$ cat src/rtl/gcd_binary_unit_pkg.sv
// Shared types and width helpers for the binary (Stein) GCD engine.
package gcd_pkg;

    typedef enum logic [1:0] {
        S_IDLE = 2'd0,
        S_CALC = 2'd1,
        S_DONE = 2'd2
    } state_t;

    // K never exceeds WL-1, one extra bit keeps the increment from wrapping
    function automatic int kw_of(input int wl);
        return $clog2(wl) + 1;
    endfunction

    function automatic int cw_of(input int wl);
        return $clog2(2 * wl + 2);
    endfunction

endpackage

$ cat src/rtl/gcd_binary_unit_if.sv
// Operand/result handshake bundle between producer, GCD engine and consumer.
interface gcd_binary_unit_if #(
    parameter int WL = 8
);
    localparam int CW = gcd_pkg::cw_of(WL);

    logic          clr;
    logic          in_valid;
    logic          in_ready;
    logic [WL-1:0] op_a;
    logic [WL-1:0] op_b;
    logic          out_valid;
    logic          out_ready;
    logic [WL-1:0] res;
    logic [CW-1:0] iters;

    modport master (
        output clr, in_valid, op_a, op_b, out_ready,
        input  in_ready, out_valid, res, iters
    );

    modport slave (
        input  clr, in_valid, op_a, op_b, out_ready,
        output in_ready, out_valid, res, iters
    );

endinterface

$ cat src/rtl/gcd_binary_unit_step.sv
// One combinational Stein step: reduces (A, B, K) or reports the final gcd.
module gcd_bin_step #(
    parameter int WL = 8,
    parameter int KW = gcd_pkg::kw_of(WL)
) (
    input  logic [WL-1:0] i_a,
    input  logic [WL-1:0] i_b,
    input  logic [KW-1:0] i_k,
    output logic [WL-1:0] o_a,
    output logic [WL-1:0] o_b,
    output logic [KW-1:0] o_k,
    output logic          o_done,
    output logic [WL-1:0] o_res
);

    always_comb begin
        o_a    = i_a;
        o_b    = i_b;
        o_k    = i_k;
        o_done = 1'b0;
        o_res  = '0;
        if (i_a == '0) begin
            o_done = 1'b1;
            o_res  = i_b << i_k;
        end else if (i_b == '0) begin
            o_done = 1'b1;
            o_res  = i_a << i_k;
        end else if (!i_a[0] && !i_b[0]) begin
            o_a = i_a >> 1;
            o_b = i_b >> 1;
            o_k = i_k + KW'(1);
        end else if (!i_a[0]) begin
            o_a = i_a >> 1;
        end else if (!i_b[0]) begin
            o_b = i_b >> 1;
        end else if (i_a >= i_b) begin
            // difference of two odds is even, so the halving is exact
            o_a = (i_a - i_b) >> 1;
        end else begin
            o_b = (i_b - i_a) >> 1;
        end
    end

endmodule

$ cat src/rtl/gcd_binary_unit.sv
// Binary GCD engine: FSM, operand/result registers, iteration counter, handshakes.
module gcd_binary_unit
    import gcd_pkg::*;
#(
    parameter int WL = 8
) (
    input logic              clk,
    input logic              rst,
    gcd_binary_unit_if.slave bus
);
    localparam int KW = kw_of(WL);
    localparam int CW = cw_of(WL);

    state_t        r_state;
    state_t        w_state_nxt;
    logic [WL-1:0] r_a;
    logic [WL-1:0] r_b;
    logic [WL-1:0] r_res;
    logic [KW-1:0] r_k;
    logic [CW-1:0] r_cnt;
    logic [CW-1:0] r_iters;
    logic [WL-1:0] w_a;
    logic [WL-1:0] w_b;
    logic [WL-1:0] w_res;
    logic [KW-1:0] w_k;
    logic          w_done;
    logic          w_accept;

    gcd_bin_step #(.WL(WL), .KW(KW)) u_step (
        .i_a    (r_a),
        .i_b    (r_b),
        .i_k    (r_k),
        .o_a    (w_a),
        .o_b    (w_b),
        .o_k    (w_k),
        .o_done (w_done),
        .o_res  (w_res)
    );

    assign w_accept = (r_state == S_IDLE) && bus.in_valid;

    always_ff @(posedge clk or posedge rst) begin
        if (rst) begin
            r_state <= S_IDLE;
        end else begin
            r_state <= w_state_nxt;
        end
    end

    always_comb begin
        w_state_nxt = r_state;
        if (bus.clr) begin
            w_state_nxt = S_IDLE;
        end else begin
            case (r_state)
                S_IDLE:  if (bus.in_valid) w_state_nxt = S_CALC;
                S_CALC:  if (w_done) w_state_nxt = S_DONE;
                S_DONE:  if (bus.out_ready) w_state_nxt = S_IDLE;
                default: w_state_nxt = S_IDLE;
            endcase
        end
    end

    always_ff @(posedge clk or posedge rst) begin
        if (rst) begin
            r_a     <= '0;
            r_b     <= '0;
            r_k     <= '0;
            r_cnt   <= '0;
            r_res   <= '0;
            r_iters <= '0;
        end else if (bus.clr) begin
            r_a     <= '0;
            r_b     <= '0;
            r_k     <= '0;
            r_cnt   <= '0;
            r_res   <= '0;
            r_iters <= '0;
        end else if (w_accept) begin
            r_a   <= bus.op_a;
            r_b   <= bus.op_b;
            r_k   <= '0;
            r_cnt <= '0;
        end else if (r_state == S_CALC) begin
            // the terminating step counts too, hence cnt+1 into iters
            r_cnt <= r_cnt + CW'(1);
            if (w_done) begin
                r_res   <= w_res;
                r_iters <= r_cnt + CW'(1);
            end else begin
                r_a <= w_a;
                r_b <= w_b;
                r_k <= w_k;
            end
        end
    end

    assign bus.in_ready  = (r_state == S_IDLE);
    assign bus.out_valid = (r_state == S_DONE);
    assign bus.res       = r_res;
    assign bus.iters     = r_iters;

endmodule

$ cat src/flat_wrapper.sv
// flat-port wrapper written by rule: the top's interface ports become plain ports
module gcd_binary_unit_flat import gcd_pkg::*;
#(
    parameter int WL = 8
)
  (clk, rst, bus_clr, bus_in_valid, bus_op_a, bus_op_b, bus_out_ready, bus_in_ready, bus_out_valid, bus_res, bus_iters);
  gcd_binary_unit_if #(.WL(WL)) bus_i ();
  input logic clk;
  input logic rst;
  input wire logic [$bits(bus_i.clr)-1:0] bus_clr;
  input wire logic [$bits(bus_i.in_valid)-1:0] bus_in_valid;
  input wire logic [$bits(bus_i.op_a)-1:0] bus_op_a;
  input wire logic [$bits(bus_i.op_b)-1:0] bus_op_b;
  input wire logic [$bits(bus_i.out_ready)-1:0] bus_out_ready;
  output wire logic [$bits(bus_i.in_ready)-1:0] bus_in_ready;
  output wire logic [$bits(bus_i.out_valid)-1:0] bus_out_valid;
  output wire logic [$bits(bus_i.res)-1:0] bus_res;
  output wire logic [$bits(bus_i.iters)-1:0] bus_iters;
  assign bus_i.clr = bus_clr;
  assign bus_i.in_valid = bus_in_valid;
  assign bus_i.op_a = bus_op_a;
  assign bus_i.op_b = bus_op_b;
  assign bus_i.out_ready = bus_out_ready;
  assign bus_in_ready = bus_i.in_ready;
  assign bus_out_valid = bus_i.out_valid;
  assign bus_res = bus_i.res;
  assign bus_iters = bus_i.iters;
  gcd_binary_unit #(.WL(WL)) u_core (.clk(clk), .rst(rst), .bus(bus_i));
endmodule
$ cat config.mk
export PLATFORM = sky130hd
export DESIGN_NAME = gcd_binary_unit_flat
export DESIGN_NICKNAME = d
export VERILOG_FILES = /design/src/rtl/gcd_binary_unit_pkg.sv /design/src/rtl/gcd_binary_unit_if.sv /design/src/rtl/gcd_binary_unit_step.sv /design/src/rtl/gcd_binary_unit.sv /design/src/flat_wrapper.sv
export SDC_FILE = /design/constraint.sdc
export NUM_CORES = 1
export LEC_CHECK = 0
export BUFFER_PORTS_ARGS = -buffer_cell sky130_fd_sc_hd__buf_2
export CAP_MARGIN = 40
export CORE_MARGIN = 2
export CORE_UTILIZATION = 52
export CTS_CLUSTER_SIZE = 10
export DETAILED_ROUTE_END_ITERATION = 6
export GPL_TIMING_DRIVEN = 0
export HOLD_SLACK_MARGIN = 0.12
export PLACE_DENSITY = 0.7
export SLEW_MARGIN = 20
export SYNTH_ARGS = -nofsm -noshare
export SYNTH_HDL_FRONTEND = slang
export SYNTH_SLANG_ARGS = --single-unit
$ cat constraint.sdc
create_clock -name clk -period 2.9 [get_ports clk]
set_clock_uncertainty 0.05 [all_clocks]
set_input_delay 0.29 -clock clk [delete_from_list [all_inputs] [get_ports clk]]
set_output_delay 0.29 -clock clk [all_outputs]
set_load 0.02 [all_outputs]
# Yosys cells after proc, flatten, opt, wreduce, memory -nomap -nowiden
# Index checks and enable logic that the tools add are counted.
# op_classes
n_eq_ne	12
shift	2
addsub	4
mux	47
order_cmp	1
reduce_logical	19
# ops
op	n
8-bit 2-to-1 mux	26
5-bit 2-to-1 mux	7
4-bit 2-to-1 mux	7
8-bit zero test	2
8-bit by 4-bit << shifter with 8-bit output	2
8-bit subtractor	2
5-bit != test, second input constant	3
6-bit AND reduction	2
5-bit AND reduction	2
3-bit by 2-bit != test with 1-bit output, second input constant	3
3-bit != test, second input constant	3
8-bit greater-or-equal comparator	1
2-bit 2-to-1 mux	4
2-bit one-hot mux with 3 select lines	1
3-bit AND reduction	2
3-bit nonzero test	2
5-bit by 1-bit adder with 5-bit output, second input constant	1
4-bit by 1-bit adder with 4-bit output, second input constant	1
4-bit AND reduction	1
2-bit nonzero test	2
4-bit nonzero test	1
2-bit by 1-bit equality test with 1-bit output, second input constant	1
2-bit equality test, second input constant	1
1-bit logical AND	2
other kinds (4)	6
# word_totals
reg_bits	40
input_bits	21
wordCells	94

# Logic depth before layout (Yosys ltp)
# depth
word_depth	11
ltp_mapped	11
depth_no_buf	9

# By module
# Synthesis repeated with hierarchy kept, for this count alone.
# unflattened
hier_cells	403
hier_area_um2	3618.5
# by_module_without_submodules
mod	area_per_inst_um2	seq_area_each_um2	cells_per_inst	instances
gcd_binary_unit	1883.1	1001.0	161	1
gcd_bin_step	1735.4	0.0	242	1

# Worst setup path before layout
# Ideal clock, no wire load.
# synth_path
path_kind	reg2reg
startpoint	register u_core.r_a[0]
endpoint	register u_core.r_b[0]
path_stages_with_launch	11
slack_ps	270
setup_ps	99
t_arrival_ps	2481
synth_period_minus_slack_ps	2630
path_buffers	1
path_cell_list	dfrtp_1 > buf_4 > inv_1 > ha_1 > fa_1 > nand2b_2 > a21oi_2 > o21a_1 > nor3_1 > a2111o_1 > a311oi_1
# synth_via
elab_chain_cells	11
elab_cells_between_ends	20
classes_between	1 x add/sub; 1 x order compare; 2 x eq/ne; 11 x mux; 5 x reduce/logical
# synth_rtl
item	line	rtl
start, declared	gcd_binary_unit.sv:16	logic [WL-1:0] r_a;
start signal, assigned	gcd_binary_unit.sv:80	r_a <= bus.op_a;
start signal, assigned	gcd_binary_unit.sv:91	r_a <= w_a;
8-bit subtractor / 8-bit greater-or-equal comparator (equally long branches)	gcd_binary_unit_step.sv:40, gcd_binary_unit_step.sv:36	
8-bit 2-to-1 mux	gcd_binary_unit_step.sv:36	end else if (i_a >= i_b) begin
8-bit 2-to-1 mux	gcd_binary_unit_step.sv:34	end else if (!i_b[0]) begin
8-bit 2-to-1 mux	gcd_binary_unit_step.sv:32	end else if (!i_a[0]) begin
8-bit 2-to-1 mux	gcd_binary_unit_step.sv:28	end else if (!i_a[0] && !i_b[0]) begin
8-bit 2-to-1 mux	gcd_binary_unit_step.sv:25	end else if (i_b == '0) begin
8-bit 2-to-1 mux	gcd_binary_unit_step.sv:22	if (i_a == '0) begin
8-bit 2-to-1 mux	gcd_binary_unit.sv:87	if (w_done) begin
8-bit 2-to-1 mux	gcd_binary_unit.sv:84	end else if (r_state == S_CALC) begin
8-bit 2-to-1 mux	gcd_binary_unit.sv:79	end else if (w_accept) begin
8-bit 2-to-1 mux	gcd_binary_unit.sv:72	end else if (bus.clr) begin
end signal, assigned	gcd_binary_unit.sv:81	r_b <= bus.op_b;
end signal, assigned	gcd_binary_unit.sv:92	r_b <= w_b;
end, declared	gcd_binary_unit.sv:17	logic [WL-1:0] r_b;
# Several ways; a longest one is shown, not always the timed one. The select of a mux whose other input is x is not followed.
# A chain may end at the register's enable or synchronous reset.

# Worst setup path in the final report
# Ends and elaborated chain as after synthesis.

==> impl_metrics.env <==
export IMPL_worst_slew_pin_slew_ns=0.601
export IMPL_worstPathRequired_ns=3.06
export IMPL_synth_edff_count=0
export IMPL_fp_dieArea_um2=7130
export IMPL_status="complete, no violations"
export IMPL_clkPwrFrac_pct=14.7
export IMPL_synthArstFlopShare_pct=100
export IMPL_die_x_um=84.4
export IMPL_total_power_mw=3.27
export IMPL_synth_top_flop_cell="dfrtp_1"
export IMPL_rr_worst_depth=10
export IMPL_finalWirelength_um=9250
export IMPL_cts_sinks=40
export IMPL_rr_endpoint="u_core.r_b[0]"
export IMPL_drt_iter0_markers=191
export IMPL_cts_buffers=5
export IMPL_syn_area_per_cell_um2=8.81
export IMPL_slowest_stage="fa_1"
export IMPL_seq_power_share_pct=23.7
export IMPL_synth_top_family_by_area="compound AO/OA/AOI/OAI gates"
export IMPL_switchingPower_mw=1.51
export IMPL_synth_top_area_share_pct=29.8
export IMPL_antenna_cells=0
export IMPL_arrival_ns=2.96
export IMPL_power_density_nw_per_um2=847
export IMPL_yosysMostFrequentCell="nor2_1"
export IMPL_synthTopCellsByArea="dfrtp_1 (30%), ha_1 (6.7%), nor2_1 (5.7%), mux2i_1 (4.2%), a21oi_1 (3.0%)"
export IMPL_antenna_found_initial=0
export IMPL_final_setup_viol_count=0
export IMPL_portBuffers=34
export IMPL_intPower_mw=1.76
export IMPL_seq_area_frac_synth_pct=29.8
export IMPL_vias=3095
export IMPL_cts_tree="done"
export IMPL_grt_pass1_wl_um=15000
export IMPL_min_delay_start="bus_op_a[7]"
export IMPL_synth_warnings=0
export IMPL_setup_tns_final_ns=0
export IMPL_cts_buffer_depth=2
export IMPL_r2r_setup_slack_ns=0.1
export IMPL_final_hold_viol_count=0
export IMPL_grt_pass1_vias=3087
export IMPL_syn_instance_count=382
export IMPL_gp_congestion=0.934
export IMPL_yosysTopAreaCell="dfrtp_1"
export IMPL_io_pins=36
export IMPL_p_leak_nw=1.75
export IMPL_maxCapViolCount=0
export IMPL_clk_latency_ns=0.30
export IMPL_cts_root_buf="clkbuf_8"
export IMPL_fmax_ghz=0.357
export IMPL_cts_max_level=2
export IMPL_nNetsFinal=474
export IMPL_startpoint_type="flip-flop"
export IMPL_overflow=0
export IMPL_vias_per_cell=6.06
export IMPL_grt_util_all_layers_pct=26.3
export IMPL_die_y_um=84.4
export IMPL_drc=0
export IMPL_final_cell_area_um2=3860
export IMPL_path_buf_inv=2
export IMPL_wl_per_cell_um=18.1
export IMPL_swShare_pct=46.2
export IMPL_crit_path_max_incr_delay_ns=0.44
export IMPL_grt_start_max_net_pins=28
export IMPL_crit_cells=10
export IMPL_synth_seq_cells=40
export IMPL_dp_hpwl_um=7070
export IMPL_yosys_area_share_simple_pct=19.0
export IMPL_cp_cell_sequence="buf_6, clkinvlp_4, ha_2, fa_1, nand2b_2, a21oi_4, o21a_1, nor3_2, a2111o_1, a311oi_2"
export IMPL_layout_drive_gt1_share_pct=22.4
export IMPL_whs_ns=0.159
export IMPL_syn_to_final_growth_pct=14.9
export IMPL_min_period_over_period_pct=96.6
export IMPL_rr_startpoint="u_core.r_a[0]"
export IMPL_relSlewSlack_pct=60.0
export IMPL_fin_ws_ns=0.0988
export IMPL_ys_types=71
export IMPL_criticalPathCategory="flip-flop to flip-flop"
export IMPL_synthAdderAreaFrac_pct=7.88
export IMPL_hold_depth=3
export IMPL_place_area_um2=3650
export IMPL_cp_end_kind="flip-flop"
export IMPL_synth_xor_xnor_area_share_pct=3.38
export IMPL_ant_nets=0
export IMPL_pre_cts_ws_ns=-0.0982
export IMPL_worstPathMaxFanout=7
export IMPL_holdPathEnd="u_core.r_a[7]"
export IMPL_critPathTopFamily="compound AO/OA/AOI/OAI gates"
export IMPL_rows=29
export IMPL_core_area_um2=6310
export IMPL_start_util_pct=53.3
export IMPL_peakVddDrop_mv=0.700
export IMPL_synthTopCellsByCount="nor2_1 (51), dfrtp_1 (40), inv_1 (21), nand2_1 (21), a21oi_1 (20)"
export IMPL_path_clk_slew_ns=0.09
export IMPL_synth_compound_area_share_pct=25.3
export IMPL_syn_area_um2=3360
export IMPL_nFillCells=592
export IMPL_fin_crit_ns=2.80
export IMPL_pwr_share_comb_pct=61.6
export IMPL_dr_pass1_iters=4
export IMPL_hold_class="input pin to flip-flop"
export IMPL_synth_nets=423
export IMPL_final_max_slew_viol_count=0
export IMPL_synthMuxAreaShare_pct=6.84
-- cells in the final DEF, fill, tap and decap left out, types with 8 or more instances in the layout --
master | netlist | final
clkbuf_1 | 10 | 10
dfrtp_1 | 40 | 40
buf_4 | 3 | 10
buf_6 | 7 | 8
nor3_1 | 10 | 9
a22o_1 | 9 | 9
nand2_1 | 21 | 21
nor2_1 | 51 | 51
nand3_1 | 8 | 8
inv_1 | 21 | 19
a21oi_1 | 20 | 20
ha_1 | 18 | 17
buf_2 | 5 | 39
a221oi_1 | 8 | 8
o21ai_0 | 12 | 12
mux2i_1 | 14 | 14
-- final cells by class --
| type | count | area [um2] | area share [%] |
|---|---|---|---|
| plain buffers | 27 | 184 | 4.76 |
| clock buffers | 5 | 68.8 | 1.78 |
| clock inverters | 3 | 46.3 | 1.20 |
| inverters | 22 | 86.3 | 2.23 |
| multi-input cells | 293 | 2120 | 54.9 |
| flip-flops and latches | 40 | 1000 | 25.9 |
| well taps | 77 | 96.3 | 2.49 |
| repair buffers | 44 | 260 | 6.73 |
-- registers in the layout, indices dropped and copies added, names as in the netlist --
signal	count
u_core.r_k	4
u_core.r_state	2
u_core.r_a	8
u_core.r_cnt	5
u_core.r_b	8
u_core.bus.res	8
u_core.bus.iters	5
-- tightest hold or removal path: stages --
cell and delay (ns):
buf_2 0.08, nand2_1 0.04, o21ai_1 0.07
-- worst max-delay path by stage --
stage	endpoint	slack [ns]	startpoint
detailed placement	u_core.r_b[0]	-0.1	u_core.r_a[0]
finish	u_core.r_b[0]	0.1	u_core.r_a[0]
global placement	u_core.r_b[0]	-0.05	u_core.r_a[0]
floorplan	u_core.r_b[0]	0.27	u_core.r_a[0]
global route	u_core.r_b[0]	-0.02	u_core.r_a[0]
CTS	u_core.r_b[2]	-0.03	u_core.r_a[0]
-- power by group through the flow --
| stage | Combinational [mW] | Clock, mW | Sequential [mW] |
|---|---|---|---|
| 6_report | 2.02 | 0.481 | 0.775 |
| 3_3_place_gp | 1.84 | 0 | 0.778 |
| 3_5_place_dp | 1.86 | 0 | 0.781 |
| 5_1_grt | 2.21 | 0.504 | 0.783 |
| 4_1_cts | 1.89 | 0.483 | 0.770 |
| 2_1_floorplan | 1.47 | 0 | 0.743 |
-- repair_timing --
action / CTS / global route
hold buffers: 1 / 0
pin swaps: 0 / 3
gates resized for setup: 3 / 3
endpoints found under the setup margin: 7 / 11
buffers inserted: 0 / 8
endpoints found under the hold margin: 13 / 0
-- kinds of logic (layout without fill, tap and decap cells) --
group,count (synthesis),count (layout)
flip-flops,40,40
adder cells (fa/ha/maj),20,20
buffers and inverters,49,101
AO/OA/AOI/OAI,112,112
XOR/XNOR,13,13
AND/OR/NAND/NOR,128,128
multiplexers,20,20
-- through the flow --
step,util (%),instances
after floorplan,-,382
after global placement,57.5,493
after detailed placement,57.8,494
after CTS,60.0,503
after global routing,61.2,511
final,61.2,511
-- routing by layer --
layer  track usage (%)  vias up  wire length, um
met1              32.8     1486             3950
li1                  -     1490                -
met4              10.4        0              284
met3              3.44       24              416
met5                 0        -                0
met2              46.2       95             4600
No activity file was read; power rests on OpenSTA's default activity.
